$ cat config.mk
export PLATFORM = sky130hd
export DESIGN_NAME = multicycle_control
export DESIGN_NICKNAME = d
export VERILOG_FILES = /design/src/rtl/multicycle_control.sv
export SDC_FILE = /design/constraint.sdc
export NUM_CORES = 1
export LEC_CHECK = 0
export BUFFER_PORTS_ARGS = -buffer_cell sky130_fd_sc_hd__buf_2
export CAP_MARGIN = 20
export CORE_UTILIZATION = 40
export CTS_CLUSTER_SIZE = 24
export DETAILED_ROUTE_END_ITERATION = 8
export PLACE_DENSITY = 0.67
export SLEW_MARGIN = 20
export SYNTH_ARGS = -nofsm -noshare
export SYNTH_HDL_FRONTEND = slang
export SYNTH_SLANG_ARGS = --single-unit
export TNS_END_PERCENT = 5
$ cat constraint.sdc
create_clock -name i_clk -period 1.8 [get_ports i_clk]
set_input_delay 0.18 -clock i_clk [delete_from_list [all_inputs] [get_ports i_clk]]
set_output_delay 0.18 -clock i_clk [all_outputs]
set_load 0.05 [all_outputs]
$ cat src/rtl/multicycle_control.sv
// multicycle_control: FETCH/DECODE/EXEC/MEM/WB sequencer for the 4-bit-opcode
// datapath (ALU, LW, SW, BR). It shares one memory port and one ALU across the
// whole instruction, and it detects illegal opcodes and memory-wait timeouts.
// Optional feature: define MC_CTRL_PERF_EN to build the 16-bit retired-
// instruction counter. When it is undefined, o_instr_count is tied to zero.
module multicycle_control #(
    parameter int unsigned WAIT_LIMIT = 15
) (
    input  logic        i_clk,
    input  logic        i_reset_n,
    input  logic        i_start,
    input  logic        i_stop,
    input  logic [3:0]  i_opcode,
    input  logic [1:0]  i_funct,
    input  logic        i_zero,
    input  logic        i_mem_ready,
    output logic        o_mem_req,
    output logic        o_mem_we,
    output logic        o_ir_write,
    output logic        o_pc_write,
    output logic        o_pc_src,
    output logic        o_reg_write,
    output logic        o_mem_to_reg,
    output logic [3:0]  o_alu_op,
    output logic        o_busy,
    output logic        o_illegal_op,
    output logic        o_mem_error,
    output logic [2:0]  o_state,
    output logic [15:0] o_instr_count
);

    typedef enum logic [2:0] {
        S_IDLE   = 3'd0,
        S_FETCH  = 3'd1,
        S_DECODE = 3'd2,
        S_EXEC   = 3'd3,
        S_MEM    = 3'd4,
        S_WB     = 3'd5,
        S_HALT   = 3'd7
    } state_t;

    localparam logic [3:0] OP_ALU = 4'd0;
    localparam logic [3:0] OP_LW  = 4'd1;
    localparam logic [3:0] OP_SW  = 4'd2;
    localparam logic [3:0] OP_BR  = 4'd3;

    // The wait counter holds the number of low cycles already seen. The current
    // low cycle is therefore the last one allowed when the count equals LIMIT-1.
    localparam logic [7:0] WAIT_LAST = 8'(WAIT_LIMIT - 1);

    state_t     r_state;
    logic [3:0] r_opcode;
    logic [1:0] r_funct;
    logic [7:0] r_wait_cnt;
    logic       r_stop_pending;
    logic       r_illegal_op;
    logic       r_mem_error;

    logic       w_busy;
    logic       w_stop_req;
    logic       w_timeout;
    state_t     w_retire_next;

    assign w_busy        = (r_state != S_IDLE) && (r_state != S_HALT);
    // A stop seen in the retiring cycle also counts as pending.
    assign w_stop_req    = r_stop_pending | i_stop;
    assign w_retire_next = w_stop_req ? S_IDLE : S_FETCH;
    assign w_timeout     = !i_mem_ready && (r_wait_cnt == WAIT_LAST);

    // Sequencer: state, latched instruction fields, wait counter, stop and sticky flags.
    always_ff @(posedge i_clk) begin
        if (!i_reset_n) begin
            r_state        <= S_IDLE;
            r_opcode       <= OP_ALU;
            r_funct        <= 2'd0;
            r_wait_cnt     <= 8'd0;
            r_stop_pending <= 1'b0;
            r_illegal_op   <= 1'b0;
            r_mem_error    <= 1'b0;
        end else begin
            if (w_busy && i_stop)
                r_stop_pending <= 1'b1;
            r_wait_cnt <= 8'd0;
            case (r_state)
                S_IDLE: begin
                    if (i_start)
                        r_state <= S_FETCH;
                end
                S_FETCH: begin
                    if (i_mem_ready) begin
                        r_state <= S_DECODE;
                    end else if (w_timeout) begin
                        r_state     <= S_HALT;
                        r_mem_error <= 1'b1;
                    end else begin
                        r_wait_cnt <= r_wait_cnt + 8'd1;
                    end
                end
                S_DECODE: begin
                    r_opcode <= i_opcode;
                    r_funct  <= i_funct;
                    if (i_opcode > OP_BR) begin
                        r_state      <= S_HALT;
                        r_illegal_op <= 1'b1;
                    end else begin
                        r_state <= S_EXEC;
                    end
                end
                S_EXEC: begin
                    case (r_opcode)
                        OP_LW, OP_SW: r_state <= S_MEM;
                        OP_BR: begin
                            r_state <= w_retire_next;
                            if (w_stop_req)
                                r_stop_pending <= 1'b0;
                        end
                        default: r_state <= S_WB;
                    endcase
                end
                S_MEM: begin
                    if (i_mem_ready) begin
                        if (r_opcode == OP_SW) begin
                            r_state <= w_retire_next;
                            if (w_stop_req)
                                r_stop_pending <= 1'b0;
                        end else begin
                            r_state <= S_WB;
                        end
                    end else if (w_timeout) begin
                        r_state     <= S_HALT;
                        r_mem_error <= 1'b1;
                    end else begin
                        r_wait_cnt <= r_wait_cnt + 8'd1;
                    end
                end
                S_WB: begin
                    r_state <= w_retire_next;
                    if (w_stop_req)
                        r_stop_pending <= 1'b0;
                end
                S_HALT: r_state <= S_HALT;
                default: r_state <= S_IDLE;
            endcase
        end
    end

    // Strobes decoded from the registered state, the latched op and the live mem_ready/zero.
    always_comb begin
        o_mem_req    = 1'b0;
        o_mem_we     = 1'b0;
        o_ir_write   = 1'b0;
        o_pc_write   = 1'b0;
        o_pc_src     = 1'b0;
        o_reg_write  = 1'b0;
        o_mem_to_reg = 1'b0;
        o_alu_op     = 4'd0;
        case (r_state)
            S_FETCH: begin
                o_mem_req  = 1'b1;
                o_ir_write = i_mem_ready;
                o_pc_write = i_mem_ready;
            end
            S_EXEC: begin
                case (r_opcode)
                    OP_LW, OP_SW: o_alu_op = 4'd1;
                    OP_BR: begin
                        o_alu_op   = 4'd2;
                        o_pc_write = i_zero;
                        o_pc_src   = i_zero;
                    end
                    default: o_alu_op = {2'b00, r_funct} + 4'd1;
                endcase
            end
            S_MEM: begin
                o_mem_req = 1'b1;
                o_mem_we  = (r_opcode == OP_SW);
            end
            S_WB: begin
                o_reg_write  = 1'b1;
                o_mem_to_reg = (r_opcode == OP_LW);
            end
            default: ;
        endcase
    end

    assign o_busy       = w_busy;
    assign o_illegal_op = r_illegal_op;
    assign o_mem_error  = r_mem_error;
    assign o_state      = r_state;

`ifdef MC_CTRL_PERF_EN
    logic        w_retire;
    logic [15:0] r_instr_count;

    assign w_retire = ((r_state == S_EXEC) && (r_opcode == OP_BR))
                    || ((r_state == S_MEM) && i_mem_ready && (r_opcode == OP_SW))
                    || (r_state == S_WB);

    // Retired-instruction counter, wrapping at 16 bits.
    always_ff @(posedge i_clk) begin
        if (!i_reset_n)
            r_instr_count <= 16'd0;
        else if (w_retire)
            r_instr_count <= r_instr_count + 16'd1;
    end

    assign o_instr_count = r_instr_count;
`else
    assign o_instr_count = 16'd0;
`endif

endmodule

* Word-level counts from Yosys, hierarchy flattened
Cells that the tools add are included.
** Word-level totals
- Output and inout bits :: 33
- Input port bits :: 12
- Logic and storage cells :: 62
- Bits in registers :: 20
** Cells by class
- Multiplexer cells :: 25
- $lt $le $gt $ge :: 1
- Bitwise gates (word level) :: 4
- Eq/ne operators :: 12
- Add/subtract/negate cells :: 2
- Reduce and logical (&&, ||, !) cells :: 11
** Operators by type and width (number)
- two-way mux 3 bit :: 7
- case mux 3 bit (7 select lines) :: 1
- two-way mux 1 bit :: 13
- case mux 3 bit (2 select lines) :: 2
- == test 3 bit, second input constant :: 3
- adder 8 x 1 -> 8 bit, second input constant :: 1
- == test 4 x 2 -> 1 bit, second input constant :: 2
- == test 8 x 4 -> 1 bit, second input constant :: 1
- == test 3 x 2 -> 1 bit, second input constant :: 2
- == test 4 x 1 -> 1 bit, second input constant :: 1
- greater-than comparator 4 x 2 -> 1 bit, second input constant :: 1
- OR reduction 2 bit :: 2
- OR reduction 4 bit :: 1
- adder 2 x 1 -> 3 bit, second input constant :: 1
- == test 3 x 1 -> 1 bit, second input constant :: 1
- logical AND 1 bit :: 3
- zero test 3 bit :: 1
- inequality test 3 bit, second input constant :: 1
- inverter 1 bit :: 3
- case mux 1 bit (3 select lines) :: 1
- AND reduction 3 bit :: 1
- nonzero test 3 bit :: 1
- inequality test 2 bit, second input constant :: 1
- case mux 1 bit (2 select lines) :: 1
- 3 further kinds :: 3

* Logic depth before layout (Yosys ltp)
Gate-level depths: netlist of the first run.
- Word-level depth :: 8
- Gate-level depth with buffers :: 6
- Depth with buffers taken out :: 6

* Least setup slack after synthesis of the first run
Ideal clock, no wire load.
- Kind :: register to output
- From :: register r_state[2] (netlist: o_state[2])
- To :: output o_mem_we
- Path buffers :: 0
- Slack :: -817 ps
- Data arrival time :: 2437 ps
- Data required time :: 1620 ps
- Cell stages (with the launch flop) :: 3
- Cells stage by stage :: dfxtp_1 inv_1 nor4_1
** Between the ends
- Cells in the longest elaborated chain, start to end :: 2
** RTL lines
- from (decl) :: line 51 : state_t r_state;
- from (signal assigned) :: line 113 : r_state <= w_retire_next;
- from (signal assigned) :: line 123 : r_state <= w_retire_next;
- from (signal assigned) :: line 137 : r_state <= w_retire_next;
- == test 3 bit :: line 157 : case (r_state)
- two-way mux 1 bit :: line 157
- to (decl) :: line 18 : output logic o_mem_we,
Every way passes these cells.

* Final worst setup path of the first run
- From :: register r_state[1] (netlist: o_state[1])
- To :: output o_busy
** Between the ends
- Cells in the longest elaborated chain, start to end :: 2
- Elaborated cells on any way between the ends :: 3
- Those cells by class :: eq/ne: 1; reduce/logical: 2
** RTL lines
- inequality test 3 bit / nonzero test 3 bit (equally long branches) :: line 64 : assign w_busy = (r_state != S_IDLE) && (r_state != S_HALT);
- logical AND 1 bit (*) :: line 64
- to (decl) :: line 25 : output logic o_busy,
Mark *: on every way between the ends. The rest lies on a longest branch, timed or not.

==> results of run 1 <==
==> per-layer routing <==
layer,global-route usage,vias up,routed length (um)
li1,-,530,-
met1,0.207,485,1210
met2,0.266,30,1270
met3,0.0295,2,115
met4,0.0801,0,18
met5,0,-,0
==> power by group through the flow <==
stage	registers (mW)	clock network (mW)	logic, mW
finish	0.478	0.371	0.308
global route	0.481	0.399	0.325
CTS	0.476	0.381	0.301
detailed placement	0.486	0	0.297
global placement	0.485	0	0.293
floorplan	0.501	0	0.253
==> flip-flops by register name, indices dropped and copies added (netlist names) <==
register	cells
r_funct	2
r_wait_cnt	8
r_opcode	4
r_stop_pending	1
o_illegal_op	1
o_mem_error	1
o_state	3
==> cells in the mapped netlist (3+ instances only) <==
library cell	count
ha_1	3
o21ai_0	5
mux2i_1	5
buf_2	4
nor3_1	3
a21oi_1	7
inv_1	4
nand2_1	4
and3_1	3
buf_4	17
xor2_1	4
nor2_1	15
and2_1	4
nor2b_1	8
dfxtp_1	20
nor4_2	3
nand3_1	5
==> worst max-delay path by stage <==
stage	start	endpoint	slack (ns)	cells past startpoint
final	o_state[1]$_SDFFE_PN0P_	o_busy	0.06	4
after global routing	o_state[1]$_SDFFE_PN0P_	o_busy	0.007	4
after CTS	o_state[2]$_SDFFE_PN0P_	o_pc_write	-0.01	6
after detailed placement	o_state[2]$_SDFFE_PN0P_	o_state[2]$_SDFFE_PN0P_	0.20	6
after global placement	r_opcode[1]$_SDFFE_PN0P_	o_alu_op[1]	0.21	4
after floorplan	o_state[1]$_SDFFE_PN0P_	o_mem_we	-0.17	3
==> logic make-up after synthesis <==
family / Yosys count / share of synthesized area
adder cells (fa/ha/maj): 3 / 0.0310
AND/OR/NAND/NOR: 57 / 0.277
AO/OA/AOI/OAI: 25 / 0.131
XOR/XNOR: 6 / 0.0434
flip-flops: 20 / 0.331
buffers and inverters: 27 / 0.142
multiplexers: 5 / 0.0414
other: 1 / 0.00310
==> through the flow <==
stage	total power, mW	hold slack, ns
after global routing	1.21	0.116
after detailed placement	0.784	0.444
after floorplan	0.754	0.340
after global placement	0.778	0.435
final	1.16	0.127
after CTS	1.16	0.116
==> worst min-delay path, stage by stage <==
cell and delay, ns:
buf_2 0.07, a21oi_1 0.05, nor2b_1 0.09
==> final cells by class <==
type                            instances  area share
Multi-Input combinational cell        113       0.516
Sequential cell                        20       0.280
Timing Repair Buffer                   33       0.132
Tap cell                               31      0.0264
Clock inverter                          1      0.0204
Clock buffer                            3      0.0153
Inverter                                4      0.0102
==> timing repair <==
item,in CTS,in global routing
hold buffers,0,0
endpoints found under the setup margin,6,6
cloned,0,0
hold endpoints to repair,0,0
resized for setup,6,13
buffers inserted,0,1
pin swaps,0,0
==> metrics, run 1 <==
run status=finished with violations; violated checks=DRC; unrepaired setup endpoints after global routing=false; hold depth=3; Max-Cap Viols=0; Critical R2R Launch=o_state[2]$_SDFFE_PN0P_; Crit path max-delay family=buffers and inverters; Crit Path Max Fanout=13; Final Wtd Congestion=0.806; crit-path cells=buf_4, and2_1, a21oi_4, buf_2; post-synth cell types=41; fin cells=205; vias in the first global route=966; Synth area leader=dfxtp_1; crit-path max cell delay=0.38 ns; num ports=45; layout cells sized above 1=0.356; Pwr Density=786 mW/mm^2; Wirelength per Cell=12.7 um; most frequent cells in the layout=23 x buf_2, 17 x conb_1, 15 x dfxtp_1; Post-Route Skew=0.00139 ns; sequential share of power=0.414; first-pass iteration count of the detailed router=7; 1st-iter DRT viols=53; total negative slack=0 ns; Synth area leaders=dfxtp_1 33%, buf_4 11%, nor2_1 4.7%, mux2i_1 4.1%, nor2b_1 4.1%; Finished Cell Area=0.00147 mm^2; Post-Syn Area per Cell=8.40 um^2; Slowest-stage cell, CP=dfxtp_2; worst hold path endpoint=r_opcode[0]$_SDFFE_PN0P_; Core ar.=0.00281 mm^2; Routed Antenna Nets=0; fmax=0.576 GHz; Post-DP Area=0.00136 mm^2; register area=412 um^2; Internal Pwr Total=0.760 mW; Max IR drop VDD=334 uV; EDFF count, synth=0; reg-to-reg endpoint=o_state[2]$_SDFFE_PN0P_; Mapped Area=0.00121 mm^2; gr ovfl total=0; Worst EP arrival=1.56 ns; Setup WS post-layout=0.0646 ns; first-pass GRT wire length=4110 um; Clock Latency Late Sink=0.30 ns; Gate power share=0.266; PortBufs=27; P_leak=0.603 nW; Rows=19; CP Buf/Inv Count=2; Cell Count Post-Placement=200; largest net degree at the start of global routing=14; Yosys top cell area share=0.331; Filler Cell Count=272; Pins Over Slew Limit=0; flop2flop setup slack=0.13 ns; Initial Util=0.431; initial antenna violation count=0; CTS tree=yes; net switching power=0.396 mW; Hold/Removal Path Class=in2reg; crit start category=register; Multi-input gate area=759 um^2; post-layout minimum cycle time=1.74 ns; Final Hold Viols=0; post-route clock period utilization=0.964; Die X=57.0 um; WS Path Type=reg2out; area delta synth->final=21.6%; cts bufs inserted=3; Die ar.=0.00325 mm^2; post-DR vias/cell=5.11; Mapped Cells=144; final setup violation count=0; DRC viols=12; Post-Place Worst Slack=0.199 ns; WP data required=1.62 ns; post-DP HPWL=1910 um; clock root buffer=clkbuf_4; clock buffer depth=2; CTS clk-pin slew, worst paths=0.12 ns; async set-reset flop share out of synthesis=0; Total Wirelength=2610 um; n_diodes=0; GRT Total Usage=0.163; Die Span Y=57.0 um; commonest non-fill, non-tap cell in the layout=buf_2; final core utilization=0.525; top_reg_cell synth=dfxtp_1; Seq cells post-synth=20; Clk pwr share=0.320; clock sinks=20; Crit. End Element=primary output; sequential element share of the synthesized area=0.331; Ys Warns=0; Layout Nets=190; vias=1047; Reg2Reg Depth=6; H-tree Lvls=1; Hold Startpoint=i_opcode[0]; sw frac=0.343
No activity file was read; power rests on OpenSTA's default activity.
==> inputs of run 2 (changes only) <==
==> constraint.sdc (replaced) <==
create_clock -name i_clk -period 1.8 [get_ports i_clk]
set_input_delay 0.27 -clock i_clk [delete_from_list [all_inputs] [get_ports i_clk]]
set_output_delay 0.27 -clock i_clk [all_outputs]
set_load 0.05 [all_outputs]
==> run 2 against run 1 <==
Effect of this change:
- the flow still finishes with violations (DRC)
- critical path depth unchanged
- critical endpoint unchanged
- worst setup slack worse by 0.023 ns
- routed wire length down 3.2%
- first-iteration DRC count down 34%
- global-route usage down 0.38 points
- via count up 0.67%
- die area unchanged
- clock-buffer cell count up 1
- core utilization up 1.3 points
- largest power group unchanged
- sequential share of layout area down 0.59 points
==> metrics, run 2 (synthesis results as in run 1) <==
flop2flop setup slack=0.29 ns (was 0.13 ns); register area=413 um^2 (was 412 um^2); Crit path top cell by count=buf_4; violated checks=DRC (unchanged); vias=1054 (was 1047); Max IR drop VDD=474 uV (was 334 uV); post-DP HPWL=1860 um (was 1910 um); Rows=19 (unchanged); Hold Startpoint=i_funct[1] (was i_opcode[0]); final setup violation count=0 (unchanged); Multi-input gate area=788 um^2 (was 759 um^2); clock sinks=20 (unchanged); WP data required=1.53 ns (was 1.62 ns); fin cells=206 (was 205); Slowest-stage cell, CP=dfxtp_2 (unchanged); Crit. End Element=primary output (unchanged); crit start category=register (unchanged); n_diodes=0 (unchanged); num ports=45 (unchanged); GRT Total Usage=0.159 (was 0.163); cts bufs inserted=3 (unchanged); P_leak=0.607 nW (was 0.603 nW); fmax=0.569 GHz (was 0.576 GHz); Clock Latency Late Sink=0.30 ns (about the same); Crit Path Max Fanout=13 (unchanged); crit-path cells=buf_4, and2_1, a21oi_4, buf_4 (was buf_4, and2_1, a21oi_4, buf_2); clock buffer depth=2 (unchanged); commonest non-fill, non-tap cell in the layout=buf_2 (unchanged); layout cells sized above 1=0.377 (was 0.356); Final Wtd Congestion=0.816 (was 0.806); Reg2Reg Depth=6 (unchanged); Worst EP arrival=1.49 ns (was 1.56 ns); area delta synth->final=24.6% (was 21.6%); Pins Over Slew Limit=0 (unchanged); post-route clock period utilization=0.977 (was 0.964); unrepaired setup endpoints after global routing=true (was false); Hold/Removal Path Class=in2reg (unchanged); Cell Count Post-Placement=200 (unchanged); first-pass iteration count of the detailed router=9 (was 7); CTS clk-pin slew, worst paths=0.11 ns (was 0.12 ns); CTS Hold Bufs=0 (unchanged); Layout Nets=191 (was 190); vias in the first global route=962 (was 966); H-tree Lvls=1 (unchanged); Setup crit start=o_state[1]$_SDFFE_PN0P_ (unchanged); Post-Route Skew=0.00592 ns (was 0.00139 ns); Die Span Y=57.0 um (unchanged); crit-path max cell delay=0.38 ns (about the same); Routed Antenna Nets=0 (unchanged); clock root buffer=clkbuf_4 (unchanged); Core ar.=0.00281 mm^2 (unchanged); Post-Place Worst Slack=0.117 ns (was 0.199 ns); PortBufs=27 (unchanged); CTS tree=yes (unchanged); gr ovfl total=0 (unchanged); post-DR vias/cell=5.12 (was 5.11); largest net degree at the start of global routing=14 (unchanged); reg-to-reg endpoint=o_state[0]$_SDFFE_PN0P_ (was o_state[2]$_SDFFE_PN0P_); 1st-iter DRT viols=35 (was 53); run status=finished with violations (unchanged); DRC viols=12 (unchanged); first-pass GRT wire length=4080 um (was 4110 um); hold depth=3 (unchanged); initial antenna violation count=0 (unchanged); Die ar.=0.00325 mm^2 (unchanged); Filler Cell Count=283 (was 272); post-layout minimum cycle time=1.76 ns (was 1.74 ns); Largest Register=r_wait_cnt (unchanged); Wirelength per Cell=12.3 um (was 12.7 um); Total Wirelength=2530 um (was 2610 um); Setup WS post-layout=0.0421 ns (was 0.0646 ns); Pwr Density=703 mW/mm^2 (was 786 mW/mm^2); total negative slack=0 ns (unchanged); worst hold path endpoint=r_funct[1]$_SDFFE_PN0P_ (was r_opcode[0]$_SDFFE_PN0P_); Initial Util=0.431 (unchanged); number of flip-flops under the largest register name=8 (unchanged); most frequent cells in the layout=20 x buf_2, 17 x conb_1, 14 x dfxtp_1 (was 23 x buf_2, 17 x conb_1, 15 x dfxtp_1); Max-Cap Viols=0 (unchanged); Die X=57.0 um (unchanged); Final Hold Viols=0 (unchanged); Critical R2R Launch=o_state[2]$_SDFFE_PN0P_ (unchanged); WS Path Type=reg2out (unchanged)
==> run 2: cell types whose count changed in the layout (fill, tap and decap cells not counted), sizes merged <==
cell	before	now
clkbuf	5	8
buf	31	30
bufinv	1	0
==> run 2: worst max path at each step <==
stage / to / slack [ns] / cells after the start
floorplan: o_pc_write / -0.25 / 5
global placement: o_alu_op[1] / 0.14 / 4
detailed placement: o_alu_op[1] / 0.12 / 4
CTS: o_alu_op[1] / -0.02 / 4
global route: o_mem_we / -0.04 / 4
finish: o_busy / 0.04 / 4
==> run 2: timing repair <==
action	CTS	global route
setup endpoints to repair	8	9
buffers inserted	1	1
pin swaps	0	1
hold endpoints to repair	0	0
resized for setup	17	12
==> run 2: stage by stage <==
stage               hold slack (ns)  power, mW  cell area (um^2)  utilization
CTS                           0.219       1.07              1460        0.519
global placement              0.446      0.783              1370        0.489
finish                        0.228       1.06              1510        0.537
floorplan                     0.430      0.756              1320            -
global route                  0.230       1.11              1510        0.537
detailed placement            0.451      0.786              1370        0.489
==> run 2: power breakdown <==
| part | total (mW) | leakage, nW | switching, mW | internal [mW] |
|---|---|---|---|---|
| clock network | 0.259 | 0.0210 | 0.136 | 0.123 |
| registers | 0.477 | 0.165 | 0.0199 | 0.457 |
| logic | 0.323 | 0.421 | 0.235 | 0.0883 |
| total | 1.06 | 0.607 | 0.391 | 0.669 |
==> run 2: critical path: cells and delay by family (launching register included) <==
family	cells	cell delay (ns)
AO/OA/AOI/OAI	1	0.17
buffers and inverters	2	0.41
flip-flops	1	0.38
AND/OR/NAND/NOR	1	0.22
==> run 2: metal layers <==
layer  GRT usage  share of wire
met5           0              0
met4      0.0523         0.0051
met3      0.0227          0.040
met2       0.266           0.47
met1       0.212           0.48
==> run 2: cell type report <==
class,count,share of cell area
multi-input combinational,113,0.523
inverter,4,0.00996
sequential,20,0.274
tap,31,0.0257
clock buffer,4,0.0241
timing repair buffer,34,0.144
